[src/rtl/branch_ctrl.sv]
// Branch resolution controller: decodes branch opcodes, forwards live ALU flags,
// squashes the younger instruction after a taken branch and keeps branch statistics.

package definitions;
    localparam logic [3:0] kBRC = 4'hC;
    localparam logic [3:0] kBRR = 4'hD;
    localparam logic [3:0] kBRO = 4'hE;
endpackage

// state    | meaning
// ST_IDLE  | branches are evaluated, counted and may be taken
// ST_FLUSH | younger instruction squashed; branches ignored until fcnt reaches 0
module branch_ctrl #(
    parameter int IW        = 9,
    parameter int OPW       = 4,
    parameter int FLUSH_CYC = 1,
    parameter int CNTW      = 16,
    parameter logic [OPW-1:0] OP_BRC = definitions::kBRC,
    parameter logic [OPW-1:0] OP_BRR = definitions::kBRR,
    parameter logic [OPW-1:0] OP_BRO = definitions::kBRO
) (
    input  logic            Clk,
    input  logic            Reset_n,
    input  logic [IW-1:0]   Instruction,
    input  logic            instr_valid,
    input  logic            ZERO,
    input  logic            CARRY,
    input  logic            OVF,
    input  logic            flag_we,
    input  logic            clr_cnt,
    output logic            branch_en,
    output logic            flush,
    output logic [CNTW-1:0] taken_cnt,
    output logic [CNTW-1:0] ntaken_cnt,
    output logic [2:0]      flags_q
);

    typedef enum logic {
        ST_IDLE  = 1'b0,
        ST_FLUSH = 1'b1
    } state_t;

    localparam logic [1:0] FCNT_LOAD = 2'(FLUSH_CYC - 1);

    state_t          state, state_nxt;
    logic [1:0]      fcnt, fcnt_nxt;
    logic [OPW-1:0]  opcode;
    logic [1:0]      cond;
    logic [2:0]      eff;
    logic            op_brc, op_brr, op_bro;
    logic            is_br;
    logic            cond_true;
    logic            taken_inc, ntaken_inc;
    logic            unused_instr;

    assign opcode       = Instruction[IW-1 -: OPW];
    assign cond         = Instruction[1:0];
    assign unused_instr = ^Instruction[IW-OPW-1:2];

    // Same-cycle flag producer is forwarded so a dependent branch needs no stall.
    assign eff = flag_we ? {OVF, CARRY, ZERO} : flags_q;

    always_comb begin
        op_brc    = (opcode == OP_BRC);
        op_brr    = (opcode == OP_BRR);
        op_bro    = (opcode == OP_BRO);
        is_br     = instr_valid & (op_brc | op_brr | op_bro);
        cond_true = 1'b0;
        if (op_brc) begin
            case (cond)
                2'b00:   cond_true = 1'b1;
                2'b01:   cond_true = eff[0];
                2'b10:   cond_true = ~eff[0];
                default: cond_true = eff[1];
            endcase
        end else if (op_brr) begin
            cond_true = 1'b1;
        end else if (op_bro) begin
            cond_true = eff[2];
        end
    end

    assign branch_en  = is_br & cond_true & (state == ST_IDLE);
    assign taken_inc  = branch_en;
    assign ntaken_inc = is_br & ~branch_en & (state == ST_IDLE);

    always_comb begin
        state_nxt = state;
        fcnt_nxt  = fcnt;
        flush     = 1'b0;
        case (state)
            ST_IDLE: begin
                if (branch_en) begin
                    state_nxt = ST_FLUSH;
                    fcnt_nxt  = FCNT_LOAD;
                end
            end
            ST_FLUSH: begin
                flush = 1'b1;
                if (fcnt == 2'd0) begin
                    state_nxt = ST_IDLE;
                end else begin
                    fcnt_nxt = fcnt - 2'd1;
                end
            end
            default: begin
                state_nxt = ST_IDLE;
                fcnt_nxt  = 2'd0;
            end
        endcase
    end

    always_ff @(posedge Clk or negedge Reset_n) begin
        if (!Reset_n) begin
            state <= ST_IDLE;
            fcnt  <= 2'd0;
        end else begin
            state <= state_nxt;
            fcnt  <= fcnt_nxt;
        end
    end

    always_ff @(posedge Clk or negedge Reset_n) begin
        if (!Reset_n) begin
            flags_q <= 3'b000;
        end else if (flag_we) begin
            flags_q <= {OVF, CARRY, ZERO};
        end
    end

    // Clear wins over a same-cycle increment; both counters stick at all-ones.
    always_ff @(posedge Clk or negedge Reset_n) begin
        if (!Reset_n) begin
            taken_cnt  <= '0;
            ntaken_cnt <= '0;
        end else if (clr_cnt) begin
            taken_cnt  <= '0;
            ntaken_cnt <= '0;
        end else begin
            if (taken_inc && (taken_cnt != '1)) begin
                taken_cnt <= taken_cnt + CNTW'(1);
            end
            if (ntaken_inc && (ntaken_cnt != '1)) begin
                ntaken_cnt <= ntaken_cnt + CNTW'(1);
            end
        end
    end

endmodule

[config.mk]
export PLATFORM = sky130hd
export DESIGN_NAME = branch_ctrl
export DESIGN_NICKNAME = d
export VERILOG_FILES = /design/src/rtl/branch_ctrl.sv
export SDC_FILE = /design/constraint.sdc
export NUM_CORES = 1
export LEC_CHECK = 0
export ABC_AREA = 1
export CAP_MARGIN = 15
export CORE_MARGIN = 3
export CORE_UTILIZATION = 47
export DETAILED_ROUTE_END_ITERATION = 10
export PLACE_DENSITY = 0.83
export SLEW_MARGIN = 10
export SYNTH_ARGS = -nofsm -noshare
export SYNTH_HDL_FRONTEND = slang
export SYNTH_SLANG_ARGS = --single-unit
[constraint.sdc]
create_clock -name Clk -period 1.6 [get_ports Clk]
set_clock_uncertainty 0.2 [all_clocks]
set_input_delay 0.32 -clock Clk [delete_from_list [all_inputs] [get_ports Clk]]
set_output_delay 0.32 -clock Clk [all_outputs]
set_load 0.02 [all_outputs]
==> flow_metrics.tcl, run 1 <==
set metrics [dict create \
    status "finished with violations" \
    violations "negative setup slack" \
    antenna_cells 0 \
    finalWorstSetupSlack_ps -234 \
    hold_violations 0 \
    drcViolationCount 0 \
    num_vias 3130 \
    clk_path_buf_depth 2 \
    synth-seq-cells 38 \
    htreeDepth 2 \
    dp_hpwl_um 5410 \
    wl_met3_um 620 \
    viasPerCell 5.52 \
    slowest_stage "dfrtp_2" \
    drt_wl_total_um 9080 \
    power_switching_uw 577 \
    routed-wl-met2_um 4760 \
    pwr-share-comb_pct 15.9 \
    gp_congestion 0.898 \
    clockPowerShare_pct 35.7 \
    cp.arrival_ps 1830 \
    grt_pass1_vias 3232 \
    clkSinkCount 38 \
    critical_path.max_fanout 5 \
    grt_start_max_net_pins 39 \
    clk_latency_ps 300 \
    path_cells "inv_2 -> nand2_4 -> buf_6 -> nor2_4 -> nand2_2 -> nor2_4 -> o21ai_4 -> buf_12 -> buf_8 -> nand4_1 -> nand2_1" \
    syn_inst 378 \
    antenna_found_initial 0 \
    ios 54 \
    die_h_um 81.0 \
    post-place-ws_ps -923 \
    die_w_um 81.0 \
    ant_nets 0 \
    cts_tree "yes" \
    slowest_delay_ps 420 \
    core_area_um2 5270 \
    yosys_warnings 0 \
    wl_per_cell_um 16.0 \
    cts_made_buffers 5 \
    die_area_um2 6560 \
    syn-num-nets 398 \
    max_freq_mhz 545 \
    crit_top_cell "nor2_4" \
    switching_share_pct 28.5 \
    final-setup-viol-count 36 \
    min_period_ps 1830 \
    hold_ws_ps 177 \
    area_delta_synth_final_pct 58.6 \
    clkTransAtPathRegs_ps 80 \
    ir_drop_v 0.000350 \
    drive_gt1_share_pct 41.6 \
    rows 26 \
    startpoint_type "register" \
    ctsRootBufferMaster "clkbuf_8" \
    p_total_uw 2030 \
    maxSlewHeadroom_pct 76.0 \
    tightest_slew_ps 358 \
    first_pass_iters 4 \
    grt_pass1_wl_um 15100 \
    maxCapViolations 0 \
    worstHoldPathType "in -> reg" \
    fin_tns_setup_ps -6610 \
    required_ps 1600 \
    port_buffers 50 \
    intPower_uw 1450 \
    ys_types 31 \
    synth_area_um2 2640 \
    dr.max_layer_used "met4" \
    fin_crit_sh_pct 115 \
    overflow 0 \
    nNetsFinal 516 \
    groute.usage.overall_pct 29.8 \
    avgSynthCellArea_um2 6.99 \
    crit_type "reg -> reg" \
    p_leak_uw 0.00210 \
    p_per_area_nw_per_um2 484 \
    synth_seq_area_share_pct 36.0 \
    rsz0062_at_grt "true" \
    initial_core_util_pct 50.1 \
    p_seq_share_pct 48.3 \
    wl_met1_um 3470 \
    finalMaxSlewViolations 0 \
    drtIter0Drc 307 \
    cp-end-kind "register" \
]
[routing by layer]
| layer | global-route usage, % | up-vias |
|---|---|---|
| met4 | 12.7 | 0 |
| met3 | 5.32 | 29 |
| met2 | 53.0 | 138 |
| met1 | 35.0 | 1512 |
| li1 | - | 1451 |
| met5 | 0 | - |
[placed cells by master (no fill, tap or decap), types with 4 or more instances in the layout]
cell type / n
nand2_4: 7
nand2_1: 98
buf_2: 5
nand3_2: 32
nand4_1: 20
xor2_1: 13
clkbuf_8: 6
nor2_1: 39
inv_2: 4
nor2_2: 4
clkdlybuf4s15_2: 8
inv_1: 38
clkbuf_2: 10
buf_4: 58
dlygate4sd2_1: 17
nor2_4: 10
nand3_1: 26
buf_6: 6
dfrtp_1: 19
nand2_2: 16
clkdlybuf4s15_1: 6
buf_12: 6
dfrtp_2: 19
[state kept, by name, indices dropped and copies added (netlist names)]
register	flops
ntaken_cnt	16
fcnt	2
state	1
taken_cnt	16
flags_q	3
[cell type report]
| cell class | instances | area (µm²) |
|---|---|---|
| inverters | 43 | 164 |
| clock buffers | 6 | 82.6 |
| multi-input cells | 287 | 1800 |
| clock inverters | 2 | 12.5 |
| flip-flops and latches | 38 | 975 |
| well taps | 70 | 87.6 |
| repair buffers | 121 | 1070 |
| fillers | 351 | 1080 |
[power groups by stage]
stage / Sequential (µW) / Clock (µW) / Combinational, µW
global placement: 996 / 0 / 241
CTS: 978 / 738 / 301
floorplan: 1010 / 0 / 94.8
detailed placement: 996 / 0 / 247
global route: 980 / 778 / 343
finish: 979 / 724 / 323
[per-stage QoR]
stage	std cells	utilization (%)	area [µm²]
finish	567	79.5	4190
CTS	563	78.8	4150
floorplan	378	-	2710
global placement	545	70.1	3700
global route	567	79.5	4190
detailed placement	545	70.1	3700
[synth_stat cells]
| master | count | area, µm² |
|---|---|---|
| nor3_2 | 1 | 10.0 |
| o22ai_1 | 1 | 6.26 |
| o21bai_1 | 1 | 7.51 |
| dfrtp_1 | 38 | 951 |
| nand2_2 | 2 | 12.5 |
| nand4_1 | 20 | 125 |
| nor3_1 | 2 | 10.0 |
| inv_2 | 3 | 11.3 |
| o21ai_0 | 2 | 10.0 |
| inv_1 | 40 | 150 |
| nand2_4 | 1 | 11.3 |
| nand4_4 | 1 | 21.3 |
| xor2_1 | 13 | 114 |
| nor2_4 | 4 | 45.0 |
| nand2_1 | 119 | 447 |
| nand3_2 | 5 | 50.1 |
| buf_6 | 2 | 22.5 |
| nand4_2 | 1 | 12.5 |
| nor2_1 | 45 | 169 |
| a21oi_1 | 2 | 10.0 |
| o21ai_1 | 1 | 5.00 |
| nand3_1 | 54 | 270 |
| buf_2 | 3 | 15.0 |
| o21ai_4 | 1 | 16.3 |
| clkbuf_1 | 4 | 15.0 |
| nand3_4 | 1 | 17.5 |
| nor2_2 | 4 | 25.0 |
| buf_4 | 1 | 7.51 |
| buf_12 | 1 | 20.0 |
| xnor2_1 | 2 | 17.5 |
| ha_1 | 3 | 37.5 |
[critical path, delay by kind of cell, from the launching register on]
family | cells | cell delay [ps]
buffers and inverters | 4 | 470
and+or+nand+nor | 6 | 510
DFF | 1 | 420
AOI/OAI and AO/OA | 1 | 120
[cells by family after synthesis]
kind of cell | share of synthesized area (%)
AND/OR/NAND/NOR | 46.4
buffers and inverters | 9.14
flip-flops | 36.0
XOR/XNOR | 4.97
AO/OA/AOI/OAI | 2.08
adder cells (fa/ha/maj) | 1.42
[worst paths after layout]
path,startpoint,endpoint,slack [ps],depth (start not counted)
setup / recovery,state,ntaken_cnt[6],-230,11
hold / removal,flag_we,flags_q[0],180,3
setup reg to reg,state,ntaken_cnt[6],-230,11
hold reg to reg,fcnt[1],fcnt[1],340,2
max in group asynchronous,Reset_n,ntaken_cnt[2],650,3
min in group asynchronous,Reset_n,taken_cnt[9],320,3
[repair_timing]
item,CTS,global route
endpoints found under the hold margin,38,0
hold buffers,1,0
setup endpoints to repair,72,56
pin swaps,41,16
gates cloned,3,0
setup buffers,7,7
resized for setup,153,45
No activity file was read; power rests on OpenSTA's default activity.
==> run 2, diff against run 1 <==
--- a/config.mk
+++ b/config.mk
@@ -8,9 +8,11 @@
 export ABC_AREA = 1
 export CAP_MARGIN = 15
 export CORE_MARGIN = 3
-export CORE_UTILIZATION = 47
+export CORE_UTILIZATION = 55
+export CTS_BUF_LIST = sky130_fd_sc_hd__clkbuf_4 sky130_fd_sc_hd__clkbuf_8 sky130_fd_sc_hd__clkbuf_16
 export DETAILED_ROUTE_END_ITERATION = 10
-export PLACE_DENSITY = 0.83
+export DONT_BUFFER_PORTS = 1
+export PLACE_DENSITY = 0.81
 export SLEW_MARGIN = 10
 export SYNTH_ARGS = -nofsm -noshare
 export SYNTH_HDL_FRONTEND = slang
==> run 2 against run 1 <==
  * The flow still finishes with violations (negative setup slack)
  * Worst setup slack better by 7.5 ps
  * Sequential share of layout area is 1.2 points higher
  * Combinational power is 8.7% lower
  * Via count is 8.1% higher
  * Sequential power hardly changed
  * Flip-flop and latch count stayed put
  * Core utilization is 8.4 points higher
  * Critical endpoint is now ntaken_cnt[9]
  * Largest cell class unchanged
  * Highest routed layer unchanged
==> flow_metrics.tcl, run 2 (same netlist as run 1, synthesis figures left out) <==
set metrics [dict create \
    fillers 207 \
    intPower_uw 1450 \
    maxCapViolations 0 \
    cp-end-kind "register" \
    critical_path.max_fanout 5 \
    post-place-ws_ps -80.9 \
    critPathBufInv 2 \
    cts_tree "yes" \
    grt_start_max_net_pins 40 \
    violations "negative setup slack" \
    finalWorstSetupSlack_ps -226 \
    path_cells "buf_4 -> nand2_1 -> nor2_2 -> nand3_1 -> xor2_1 -> inv_1 -> nand3_2 -> nand2_1" \
    cts_made_buffers 5 \
    min_period_ps 1830 \
    antenna_cells 0 \
    die_h_um 75.3 \
    crit_type "reg -> reg" \
    finalMaxSlewViolations 0 \
    p_seq_share_pct 48.6 \
    overflow 0 \
    viasPerCell 6.47 \
    wl_per_cell_um 20.4 \
    multiInputGateArea_um2 1830 \
    htreeDepth 2 \
    top_regs "ntaken_cnt (16), taken_cnt (16), flags_q (3)" \
    ir_drop_v 0.000467 \
    pwr-share-comb_pct 14.7 \
    p_per_area_nw_per_um2 509 \
    crit_top_cell "nand2_1" \
    port_buffers 0 \
    rsz0062_at_grt "true" \
    clockPowerShare_pct 36.7 \
    hold_ws_ps 12.9 \
    rows 24 \
    dp_hpwl_um 5040 \
    path_delay_family "simple AND/OR/NAND/NOR gates" \
    initial_core_util_pct 58.7 \
    worstHoldPathType "in -> reg" \
    drive_gt1_share_pct 43.1 \
    final_cell_mix "nand2_1, buf_4, inv_1" \
    hold_violations 0 \
    clkTransAtPathRegs_ps 80 \
    die_w_um 75.3 \
    startpoint_type "register" \
    drcViolationCount 0 \
    grt_pass1_vias 2808 \
    clkSinkCount 38 \
    area_delta_synth_final_pct 49.8 \
    tightest_slew_ps 475 \
    final-setup-viol-count 34 \
    maxSlewHeadroom_pct 68.3 \
    grt_pass1_wl_um 12800 \
    ctsRootBufferMaster "clkbuf_8" \
    clk_path_buf_depth 2 \
    p_leak_uw 0.00197 \
    fin_crit_sh_pct 114 \
    max_freq_mhz 548 \
    cp.arrival_ps 1810 \
    core_area_um2 4500 \
    required_ps 1580 \
    slowest_delay_ps 380 \
    groute.usage.overall_pct 29.2 \
    slowest_stage "dfrtp_1" \
    p_total_uw 2010 \
    power_switching_uw 563 \
    placed_cell_area_um2 3220 \
    nNetsFinal 490 \
    status "finished with violations" \
    die_area_um2 5670 \
    clk_latency_ps 310 \
    num_vias 3384 \
    final_common_cell "nand2_1" \
    drtIter0Drc 655 \
    gp_congestion 0.922 \
    ios 54 \
    switching_share_pct 28.0 \
    post-route-cell-area_um2 3960 \
    drt_wl_total_um 10700 \
    ff_latch_area_um2 968 \
    antenna_found_initial 0 \
    fin_tns_setup_ps -3470 \
    first_pass_iters 8 \
    ant_nets 0 \
]
[run 2: cell types whose count changed in the layout (fill, tap and decap cells not counted), moves of 6 or more]
cell	previous run	this run
nor2_1	39	33
clkdlybuf4s15_1	6	0
buf_4	58	77
clkbuf_2	10	0
clkdlybuf4s15_2	8	0
dlygate4sd2_1	17	0
[run 2: stage by stage]
| step | util (%) | cells |
|---|---|---|
| after CTS | 79.6 | 510 |
| final | 87.9 | 523 |
| after global placement | 71.6 | 488 |
| after detailed placement | 71.6 | 488 |
| after floorplan | - | 378 |
| after global routing | 87.9 | 523 |
[run 2: layer usage]
metal,part of all wire (%),routed length [µm],track usage [%]
met5,0,0,0
met1,34,3650,35.8
met3,12,1290,6.99
met2,47,5020,50.2
met4,6.7,710,9.71
[run 2: final cells by class]
cell class | count | share of cell area, %
well taps | 52 | 1.64
clock buffers | 7 | 2.28
multi-input cells | 287 | 46.2
clock inverters | 1 | 0.126
repair buffers | 95 | 21.0
flip-flops and latches | 38 | 24.5
inverters | 43 | 4.27
[run 2: timing repair]
action | 4_1_cts | 5_1_grt
endpoints found under the hold margin | 50 | 0
hold buffers | 4 | 0
cloned | 2 | 1
resized for setup | 32 | 66
endpoints found under the setup margin | 33 | 36
pin swaps | 20 | 42
setup buffers | 8 | 14
[run 2: final timing paths]
kind	startpoint	to	slack (ps)	depth (start not counted)
min in group asynchronous	Reset_n	taken_cnt[6]	260	2
worst min register to register	fcnt[0]	fcnt[0]	370	3
worst max register to register	ntaken_cnt[7]	ntaken_cnt[9]	-230	8
worst min-delay path	flag_we	flags_q[2]	10	2
worst max-delay path	ntaken_cnt[7]	ntaken_cnt[9]	-230	8
max in group asynchronous	Reset_n	taken_cnt[3]	700	2
[run 2: power by group through the flow]
stage / Sequential (µW) / Clock, µW / Combinational [µW]
final: 979 / 740 / 295
after global routing: 980 / 771 / 313
after CTS: 978 / 743 / 235
after detailed placement: 997 / 0 / 156
after global placement: 997 / 0 / 151
after floorplan: 1010 / 0 / 94.8
==> run 3, diff against run 2 <==
--- a/config.mk
+++ b/config.mk
@@ -8,12 +8,13 @@
 export ABC_AREA = 1
 export CAP_MARGIN = 15
 export CORE_MARGIN = 3
-export CORE_UTILIZATION = 55
+export CORE_UTILIZATION = 28
 export CTS_BUF_LIST = sky130_fd_sc_hd__clkbuf_4 sky130_fd_sc_hd__clkbuf_8 sky130_fd_sc_hd__clkbuf_16
 export DETAILED_ROUTE_END_ITERATION = 10
 export DONT_BUFFER_PORTS = 1
-export PLACE_DENSITY = 0.81
+export PLACE_DENSITY_LB_ADDON = 0.08
 export SLEW_MARGIN = 10
 export SYNTH_ARGS = -nofsm -noshare
 export SYNTH_HDL_FRONTEND = slang
 export SYNTH_SLANG_ARGS = --single-unit
+export TNS_END_PERCENT = 100
==> run 3 against run 2 <==
  * The flow still finishes with violations (negative setup slack)
  * Core utilization decreased by 42 points
  * Clock power decreased by 3.6%
  * Worst setup slack gained 25 ps
  * Largest cell class unchanged
==> flow_metrics.tcl, run 3 (same netlist as run 1, synthesis figures left out) <==
set metrics [dict create \
    fin_util_pct 46.4 \
    nNetsFinal 503 \
    ant_nets 0 \
    viasPerCell 4.75 \
    finalWorstSetupSlack_ps -202 \
    clkSinkCount 38 \
    drt_wl_total_um 8490 \
    overflow 0 \
    fin_crit_sh_pct 113 \
    clockPowerShare_pct 35.8 \
    ctsRootBufferMaster "clkbuf_8" \
    die_h_um 103 \
    ir_drop_v 0.000276 \
    crit_top_cell "nor2_4" \
    placed_cell_area_um2 3400 \
    min_period_ps 1800 \
    port_buffers 0 \
    tightest_slew_ps 505 \
    slowest_stage "dfrtp_2" \
    initial_core_util_pct 29.6 \
    crit_type "reg -> out" \
    cp.arrival_ps 1280 \
    startpoint_type "register" \
    clk_latency_ps 290 \
    drive_gt1_share_pct 42.4 \
    maxCapViolations 0 \
    power_switching_uw 561 \
    gp_congestion 0.796 \
    multiInputGateArea_um2 1810 \
    rsz0062_at_grt "true" \
    num_vias 2805 \
    finalMaxSlewViolations 0 \
    cts_tree "yes" \
    die_w_um 103 \
    drtIter0Drc 113 \
    path_cells "inv_2 -> nand2_4 -> nor2_4 -> o21ai_2 -> nor2_4 -> buf_6" \
    grt_pass1_wl_um 13900 \
    grt_start_max_net_pins 39 \
    status "finished with violations" \
    htreeDepth 2 \
    final-setup-viol-count 35 \
    die_area_um2 10600 \
    antenna_found_initial 0 \
    cts_made_buffers 5 \
    pwr-share-comb_pct 15.1 \
    ios 54 \
    antenna_cells 0 \
    intPower_uw 1430 \
    fillers 893 \
    drcViolationCount 0 \
    groute.usage.overall_pct 16.5 \
    cp-end-kind "primary output" \
    p_per_area_nw_per_um2 481 \
    grt_pass1_vias 2767 \
    core_area_um2 8930 \
    violations "negative setup slack" \
    p_seq_share_pct 49.1 \
    clk_path_buf_depth 2 \
    wl_per_cell_um 14.4 \
    dp_hpwl_um 5710 \
    final_common_cell "nand2_1" \
    top_regs "ntaken_cnt (16), taken_cnt (16), flags_q (3)" \
    rows 34 \
    hold_ws_ps 9.65 \
    fin_tns_setup_ps -2170 \
    clkTransAtPathRegs_ps 80 \
    slowest_delay_ps 420 \
    post-route-cell-area_um2 4140 \
    switching_share_pct 28.2 \
    maxSlewHeadroom_pct 66.3 \
    critical_path.max_fanout 2 \
    ff_latch_area_um2 970 \
    final_cell_mix "nand2_1, buf_4, nor2_1" \
    required_ps 1080 \
    max_freq_mhz 555 \
    first_pass_iters 4 \
    worstHoldPathType "in -> reg" \
    area_delta_synth_final_pct 56.7 \
    hold_violations 0 \
    p_leak_uw 0.00205 \
]
-- run 3: cell count changes in the layout (fill, tap and decap cells not counted), sizes merged --
cell	change
clkinv	-1
nand2	+1
dlygate4sd3	+1
buf	+11
-- run 3: layout make-up --
| cell class | count | area share (%) |
|---|---|---|
| Multi-Input combinational cell | 288 | 43.7 |
| Clock buffer | 7 | 2.02 |
| Inverter | 43 | 4.08 |
| Tap cell | 108 | 3.26 |
| Timing Repair Buffer | 107 | 23.5 |
| Sequential cell | 38 | 23.4 |
-- run 3: worst max-delay path: cells and delay by family (launching register included) --
family / cells / cell delay (ps)
buffers and inverters: 2 / 210
flip-flops: 1 / 420
AND/OR/NAND/NOR: 3 / 280
AO/OA/AOI/OAI: 1 / 80
-- run 3: through the flow --
stage	power, µW	cells	worst slack (ps)
6_report	1990	591	-202
2_1_floorplan	1100	378	-83.6
3_5_place_dp	1160	558	-106
5_1_grt	2090	591	-268
4_1_cts	2000	584	-192
3_3_place_gp	1160	558	-76.5
-- run 3: final timing paths --
check	from	endpoint	slack, ps	depth (start not counted)
max in group asynchronous	Reset_n	state	660	2
hold reg to reg	fcnt[1]	fcnt[1]	340	2
hold / removal	flag_we	flags_q[2]	10	2
min in group asynchronous	Reset_n	taken_cnt[5]	330	2
setup / recovery	state	branch_en	-200	6
setup reg to reg	ntaken_cnt[1]	ntaken_cnt[15]	-90	9
-- run 3: timing repair --
item | CTS | global route
hold buffers | 5 | 0
setup buffers | 11 | 7
setup endpoints to repair | 34 | 38
pin swaps | 26 | 32
gates cloned | 3 | 2
hold endpoints to repair | 52 | 0
gates resized for setup | 53 | 38
-- run 3: per-layer routing --
metal	routed length (µm)	GRT usage (%)	vias up
met5	0	0	-
met4	115	3.98	0
met3	390	3.25	10
met2	3990	26.5	48
met1	3990	22.9	1317
li1	-	-	1430
-- run 3: power groups by stage --
stage	logic, µW	clock network (µW)	registers [µW]
after global placement	166	0	997
after global routing	324	786	981
final	300	713	979
after floorplan	94.8	0	1010
after CTS	281	742	979
after detailed placement	166	0	997
